===== config.mk =====
export PLATFORM = sky130hd
export DESIGN_NAME = pattern_load_sequencer
export DESIGN_NICKNAME = d
export VERILOG_FILES = /design/src/rtl/pattern_load_sequencer.sv
export SDC_FILE = /design/constraint.sdc
export NUM_CORES = 1
export LEC_CHECK = 0
export ABC_CLOCK_PERIOD_IN_PS = 2700
export BUFFER_PORTS_ARGS = -buffer_cell sky130_fd_sc_hd__buf_2
export CORE_MARGIN = 5
export CORE_UTILIZATION = 43
export DETAILED_ROUTE_END_ITERATION = 8
export SLEW_MARGIN = 10
export SYNTH_ARGS = -nofsm -noshare
export SYNTH_HDL_FRONTEND = slang
export SYNTH_SLANG_ARGS = --single-unit

===== constraint.sdc =====
create_clock -name i_clk -period 2.7 [get_ports i_clk]
set_input_delay 0.675 -clock i_clk [delete_from_list [all_inputs] [get_ports i_clk]]
set_output_delay 0.675 -clock i_clk [all_outputs]
set_load 0.01 [all_outputs]

===== src/rtl/pattern_load_sequencer.sv =====
// Pattern FIFO feeding the cycle-left rotator. While enabled, it issues one-cycle
// load strobes spaced HOLD rotation cycles apart.
module pattern_load_sequencer #(
    parameter int unsigned MSB   = 4,
    parameter int unsigned DEPTH = 4,
    parameter int unsigned HOLD  = 5
) (
    input  logic                     i_clk,
    input  logic                     i_rst,
    input  logic                     i_wr_en,
    input  logic [MSB-1:0]           i_wr_data,
    input  logic                     i_start,
    output logic                     o_full,
    output logic                     o_empty,
    output logic [$clog2(DEPTH):0]   o_level,
    output logic                     o_load,
    output logic [MSB-1:0]           o_din,
    output logic                     o_busy
);

    localparam int unsigned PTR_W = $clog2(DEPTH);
    localparam int unsigned LVL_W = PTR_W + 1;
    localparam int unsigned CNT_W = $clog2(HOLD + 1);

    typedef enum logic [1:0] {
        S_IDLE,
        S_LOAD,
        S_RUN
    } state_e;

    state_e             state_q, state_d;
    logic [CNT_W-1:0]   cnt_q, cnt_d;
    logic               load_q, load_d;
    logic [MSB-1:0]     din_q, din_d;
    logic               busy_q, busy_d;
    logic [PTR_W-1:0]   wr_ptr_q, wr_ptr_d;
    logic [PTR_W-1:0]   rd_ptr_q, rd_ptr_d;
    logic [LVL_W-1:0]   level_q, level_d;
    logic               full_q, full_d;
    logic               empty_q, empty_d;
    logic [MSB-1:0]     mem_q [DEPTH];
    logic [MSB-1:0]     mem_d [DEPTH];
    logic               pop;
    logic               wr_acc;

    // Sequencer: a pop and the load strobe always happen on the same edge.
    always_comb begin
        state_d = state_q;
        cnt_d   = cnt_q;
        load_d  = 1'b0;
        din_d   = din_q;
        pop     = 1'b0;
        case (state_q)
            S_IDLE: begin
                if (i_start && !empty_q) begin
                    state_d = S_LOAD;
                    load_d  = 1'b1;
                    din_d   = mem_q[rd_ptr_q];
                    pop     = 1'b1;
                end
            end
            S_LOAD: begin
                state_d = S_RUN;
                cnt_d   = CNT_W'(HOLD - 1);
            end
            S_RUN: begin
                if (cnt_q == '0) begin
                    if (i_start && !empty_q) begin
                        state_d = S_LOAD;
                        load_d  = 1'b1;
                        din_d   = mem_q[rd_ptr_q];
                        pop     = 1'b1;
                    end else begin
                        state_d = S_IDLE;
                    end
                end else begin
                    cnt_d = cnt_q - CNT_W'(1);
                end
            end
            default: state_d = S_IDLE;
        endcase
        busy_d = (state_d != S_IDLE);
    end

    // FIFO bookkeeping; a write is judged on the registered full flag only.
    always_comb begin
        wr_acc   = i_wr_en && !full_q;
        mem_d    = mem_q;
        wr_ptr_d = wr_ptr_q;
        rd_ptr_d = rd_ptr_q;
        level_d  = level_q;
        if (wr_acc) begin
            mem_d[wr_ptr_q] = i_wr_data;
            wr_ptr_d        = wr_ptr_q + PTR_W'(1);
        end
        if (pop) begin
            rd_ptr_d = rd_ptr_q + PTR_W'(1);
        end
        case ({wr_acc, pop})
            2'b10:   level_d = level_q + LVL_W'(1);
            2'b01:   level_d = level_q - LVL_W'(1);
            default: level_d = level_q;
        endcase
        full_d  = (level_d == LVL_W'(DEPTH));
        empty_d = (level_d == '0);
    end

    always_ff @(posedge i_clk) begin
        if (!i_rst) begin
            state_q  <= S_IDLE;
            cnt_q    <= '0;
            load_q   <= 1'b0;
            din_q    <= '0;
            busy_q   <= 1'b0;
            wr_ptr_q <= '0;
            rd_ptr_q <= '0;
            level_q  <= '0;
            full_q   <= 1'b0;
            empty_q  <= 1'b1;
            mem_q    <= '{default: '0};
        end else begin
            state_q  <= state_d;
            cnt_q    <= cnt_d;
            load_q   <= load_d;
            din_q    <= din_d;
            busy_q   <= busy_d;
            wr_ptr_q <= wr_ptr_d;
            rd_ptr_q <= rd_ptr_d;
            level_q  <= level_d;
            full_q   <= full_d;
            empty_q  <= empty_d;
            mem_q    <= mem_d;
        end
    end

    assign o_full  = full_q;
    assign o_empty = empty_q;
    assign o_level = level_q;
    assign o_load  = load_q;
    assign o_din   = din_q;
    assign o_busy  = busy_q;

endmodule


==> results of run 1 <==
[final cells by class]
type                            instances  area, um^2  share of cell area, %
Clock buffer                            6        72.6                   3.86
Inverter                               10        37.5                   2.00
Multi-Input combinational cell        121         872                   46.4
Clock inverter                          1        5.00                  0.266
Timing Repair Buffer                   21         113                   5.99
Sequential cell                        36         721                   38.3
Tap cell                               48        60.1                   3.19
[stage by stage]
step / cell area, um^2 / hold slack (ps) / worst slack, ps
2_1_floorplan: 1660 / 432 / 3.09
3_3_place_gp: 1780 / 446 / 115
3_5_place_dp: 1780 / 447 / -2.18
4_1_cts: 1860 / 457 / 36.9
5_1_grt: 1880 / 476 / -8.11
6_report: 1880 / 457 / 134
[logic make-up after synthesis]
logic type | share of synthesized area, %
adder cells (fa/ha/maj) | 6.48
AO/OA/AOI/OAI | 16.1
flip-flops | 43.4
XOR/XNOR | 2.11
multiplexers | 6.03
AND/OR/NAND/NOR | 20.6
buffers and inverters | 5.20
[registers in the layout (all words and copies together), names as in the netlist, 2 cells and up]
register	count
state_q	2
o_din	4
rd_ptr_q	2
cnt_q	3
o_level	3
wr_ptr_q	2
mem_q	16
[critical path: cells and delay by family, from the launching register on]
family | cells | cell delay, ps
AOI/OAI and AO/OA | 2 | 500
xor gates and xnor gates | 1 | 180
adders and majority gates | 3 | 790
buffers and inverters | 2 | 170
DFF | 1 | 330
and+or+nand+nor | 3 | 540
[per-layer routing]
metal | up-vias | global-route usage [%]
met5 | - | 0
met4 | 0 | 6.26
met3 | 6 | 4.85
met1 | 587 | 16.8
met2 | 22 | 22.0
li1 | 634 | -
[what timing repair did]
item	4_1_cts	5_1_grt
gates resized for setup	0	4
endpoints found under the hold margin	0	0
endpoints found under the setup margin	0	3
buffers inserted	0	1
[Yosys cell counts]
| cell type | n |
|---|---|
| ha_1 | 7 |
| nor4_1 | 1 |
| a221oi_1 | 1 |
| inv_1 | 10 |
| nand3_1 | 18 |
| o31ai_1 | 1 |
| a21oi_1 | 4 |
| dfxtp_1 | 36 |
| o21ai_0 | 4 |
| fa_1 | 1 |
| xnor2_1 | 2 |
| nand2b_4 | 1 |
| a21boi_1 | 4 |
| nor2b_1 | 5 |
| xor2_1 | 2 |
| clkbuf_1 | 9 |
| buf_1 | 1 |
| and2b_2 | 1 |
| nand2b_1 | 2 |
| mux2i_1 | 1 |
| buf_6 | 1 |
| or3_1 | 1 |
| nor2_1 | 1 |
| a22oi_1 | 1 |
| nor3_1 | 1 |
| nor3b_1 | 1 |
| a31oi_1 | 1 |
| and2_2 | 1 |
| a2111oi_4 | 1 |
| o2bb2ai_1 | 4 |
| a21boi_0 | 13 |
| nand2_1 | 30 |
| mux4_2 | 4 |
| and2_1 | 6 |
| o21a_1 | 1 |
[worst min-delay path by stage]
stage	to	slack [ps]	depth (start not counted)
CTS	mem_q[11]	460	2
global route	mem_q[11]	480	2
detailed placement	mem_q[11]	450	2
floorplan	mem_q[7]	430	2
finish	mem_q[11]	460	2
global placement	mem_q[11]	450	2
[power groups by stage]
stage / sequential (mW) / combinational (mW) / clock (mW)
finish: 0.652 / 0.344 / 0.353
detailed placement: 0.665 / 0.338 / 0
global placement: 0.662 / 0.331 / 0
CTS: 0.653 / 0.341 / 0.364
global route: 0.665 / 0.394 / 0.389
floorplan: 0.654 / 0.256 / 0
[placed cells by master (no fill, tap or decap), types with 2 or more instances in the layout]
cell / count
a21oi_1: 4
a21boi_1: 3
nand2b_1: 2
o2bb2ai_1: 4
nand3_1: 18
xor2_1: 2
mux4_2: 4
o21ai_0: 4
xnor2_1: 2
and2_1: 6
ha_1: 5
inv_1: 9
buf_4: 3
buf_2: 18
clkbuf_8: 5
nor2b_1: 5
a21boi_0: 13
nand2_1: 30
dfxtp_1: 36
==> results.md, run 1 <==
* Final critical-path share of the clock period at 95.0%
* Syn_area_per_cell at 9.33 um^2
* Sw power at 0.413 mW
* Clk pin slew, worst setup/hold paths at 70 ps
* Max-cap violations at 0
* Final Power at 1.35 mW
* Setup_tns at 0 ps
* FF-to-FF setup slack at 130 ps
* Core ar. at 3690 um^2
* Max Fanout on Critical Path at 3
* Gate power share at 25.5%
* Worst path required time at 2920 ps
* Initial DRC count at 74
* Peak VDD IR at 0.467 mV
* Met3 WL at 137 um
* Reg2reg end: o_full
* Syn_nets at 194
* Layout Cells excl Fill at 243
* Initial core utilization at 45.0%
* F_max at 390 MHz
* Final hold vios at 0
* Util after Layout at 51.0%
* Skew final at 5.36 ps
* Hold_buf cts at 0
* Status: completed
* Nets at 211
* Sequential area share after synthesis at 43.4%
* Crit-path cells: inv_1 > ha_4 > nand2b_4 > a2111oi_4 > ha_2 > inv_1 > fa_1 > xor2_1 > or3_1 > a21boi_2 > nor2b_1
* Post-Synthesis Cells at 178
* Mapped Area at 1660 um^2
* ANT nets after route at 0
* Leakage at 0.702 nW
* Worst reg2reg startpoint: cnt_q[1]
* Cell Count Post-Placement at 235
* Max incr delay on CP at 370 ps
* Cell taking the most area after synthesis: dfxtp_1
* Met1 WL at 1400 um
* Reg2Reg Depth at 11
* Die Y at 72.1 um
* First-pass GRT wire length at 5710 um
* N_diodes at 0
* I/O pin count at 19
* HP Start: mem_q[11]
* # setup viols final at 0
* CTS buffer count at 5
* Drt first pass iters at 4
* Clock network fraction of design power at 26.2%
* Hold Path Class: reg2reg
* DP Wirelength at 2240 um
* Number of global-route vias before repair at 1,269
* CP arrival at 2790 ps
* Top cell by count, worst path: inv_1
* CTS Buffer Depth at 2
* Clock Latency Late Sink at 280 ps
* Power Density at 718 nW/um^2
* # clock sinks at 36
* Critical path's slowest cell: fa_1
* Worst Setup EP: o_full
* Fill cells at 358
* Slew @ Worst Pin at 533 ps
* Slew headroom at 64.5%
* Final GP Congestion at 0.784
* Min Tclk post-route at 2570 ps
* Share of cells above drive strength 1 at 20.0%
* Synth top area cells: dfxtp_1, nand2_1, a21boi_0
* Full die area at 5200 um^2
* Die Wd at 72.1 um
* Sequential power share at 48.3%
* Post-synthesis cell type count at 35
* Crit Path Class: reg2reg
* Final WL at 3090 um
* P&R area growth vs syn at 13.3%
* Largest net degree at the start of global routing at 38
* Pins over their slew limit at 0
* Clk Tree Root Cell: clkbuf_8
* Share of Yosys cell area claimed by the top area cell type at 43.4%
* CTS tree: built
* Drt via density at 5.14
* Critical path startpoint: cnt_q[1]
* Max layer used: met4
* Synthesized flop and latch total at 36
* WL per Instance at 12.7 um
* Synth warn at 0
* Row count at 22
* DR DRC count at 0
* Met2 WL post-DR at 1500 um
* H-tree lvl count at 2
* Gr ovfl total at 0
* P_int at 0.937 mW
* Vias at 1,249
* Antenna violations before repair at 0
* GRT Total Usage at 13.9%
* Crit. End Element: flip-flop
* Crit path launch type: flip-flop
* Port Buf Inserts at 18
* Sw frac at 30.6%
No activity file was read; power rests on OpenSTA's default activity.
==> inputs of run 2 (changes only) <==
- CORE_UTILIZATION: 43 -> 45
- PLACE_DENSITY: default -> 0.67
==> results.md, run 2 (synthesis gave the netlist of run 1 again) <==
* Status: completed
* H-tree lvl count at 2
* Row count at 22
* Port Buf Inserts at 18
* Final WL at 3080 um
* Gr ovfl total at 0
* Util after Layout at 52.8%
* Design area at 1910 um^2
* Die Y at 70.7 um
* Setup WS pre-CTS at -38.0 ps
* Initial DRC count at 60
* Power Density at 727 nW/um^2
* DR DRC count at 0
* Number of global-route vias before repair at 1,310
* DP Wirelength at 2260 um
* Peak VDD IR at 0.414 mV
* Antenna violations before repair at 0
* F_max at 380 MHz
* Core ar. at 3610 um^2
* CP arrival at 2840 ps
* Share of cells above drive strength 1 at 22.3%
* Initial core utilization at 46.0%
* Final hold vios at 0
* Nets at 212
* WL per Instance at 12.6 um
* Vias at 1,248
* Worst path required time at 2910 ps
* Most flop-heavy register: mem_q
* Clk Tree Root Cell: clkbuf_8
* CTS Buffer Depth at 2
* Clk pin slew, worst setup/hold paths at 70 ps
* Largest net degree at the start of global routing at 38
* Min Tclk post-route at 2630 ps
* # clock sinks at 36
* Drt via density at 5.09
* N_diodes at 0
* First-pass GRT wire length at 5580 um
* Slew @ Worst Pin at 514 ps
* Max reg flops at 16
* Full die area at 5000 um^2
* Max-cap violations at 0
* I/O pin count at 19
* GRT Total Usage at 13.6%
* Clock Latency Late Sink at 280 ps
* Commonest non-fill, non-tap cell in the layout: dfxtp_1
* P&R area growth vs syn at 14.8%
* Final critical-path share of the clock period at 97.5%
* Leakage at 0.713 nW
* Crit Path Class: reg2reg
* Die Wd at 70.7 um
* Final GP Congestion at 0.742
* Worst hold margin at 457 ps
* Area after DPL at 1780 um^2
* Pins over their slew limit at 0
* CTS buffer count at 5
* Slew headroom at 65.8%
* Crit path launch type: flip-flop
* Drt first pass iters at 4
* Hold Path Class: reg2reg
* ANT nets after route at 0
* Max Fanout on Critical Path at 3
* # setup viols final at 0
* Crit. End Element: flip-flop
* Most frequent cells in the layout: dfxtp_1, nand2_1, nand3_1, buf_2, a21boi_0
* Skew final at 3.08 ps
* CTS tree: built
* Final setup margin at 68.6 ps
-- run 2: cell count changes in the layout (fill, tap and decap cells not counted) --
cell,before,now
clkbuf_1,1,2
fa_2,0,1
fa_1,1,0
inv_2,1,2
buf_4,3,4
dfxtp_1,36,34
clkbuf_8,5,6
dfxtp_2,0,2
clkinv_2,1,0
inv_1,9,8
-- run 2: worst paths after layout --
kind / start / end / slack [ps] / cells after the start
worst max-delay path: cnt_q[0] / o_full / 70 / 11
worst min-delay path: mem_q[11] / mem_q[11] / 460 / 2
worst max register to register: cnt_q[0] / o_full / 70 / 11
worst min register to register: mem_q[11] / mem_q[11] / 460 / 2
-- run 2: area by class of cell --
type | count | area [um^2]
Inverter | 10 | 37.5
Sequential cell | 36 | 723
Timing Repair Buffer | 22 | 120
Tap cell | 48 | 60.1
Fill cell | 352 | 1700
Clock buffer | 8 | 90.1
Multi-Input combinational cell | 121 | 875
-- run 2: routing by layer --
layer | up-vias | track usage [%] | wire (um)
met5 | - | 0 | 0
met4 | 0 | 4.38 | 40
met3 | 5 | 5.26 | 102
met2 | 18 | 23.7 | 1560
met1 | 585 | 15.3 | 1370
li1 | 640 | - | -
-- run 2: critical path: stages (launching register included) --
cell	delay, ps
dfxtp_2	330
inv_2	80
ha_4	160
nand2b_4	70
a2111oi_4	370
ha_2	250
inv_1	50
fa_2	340
xor2_1	180
or3_1	370
a21boi_2	190
nor2b_1	170
-- run 2: stage by stage --
| step | setup TNS, ps | power [mW] | std cells |
|---|---|---|---|
| floorplan | 0 | 0.911 | 178 |
| global placement | 0 | 0.989 | 235 |
| detailed placement | -75.1 | 1.00 | 235 |
| CTS | 0 | 1.39 | 243 |
| global route | -65.9 | 1.48 | 245 |
| finish | 0 | 1.38 | 245 |
-- run 2: what timing repair did --
action	in CTS	in global routing
resized for setup	0	8
hold buffers	0	0
setup buffers	0	2
setup endpoints to repair	0	3
-- run 2: power by group --
group	total [mW]	internal, mW	switching [mW]
Sequential	0.653	0.594	0.0590
Clock	0.386	0.208	0.178
Combinational	0.346	0.169	0.178
Total	1.38	0.971	0.414
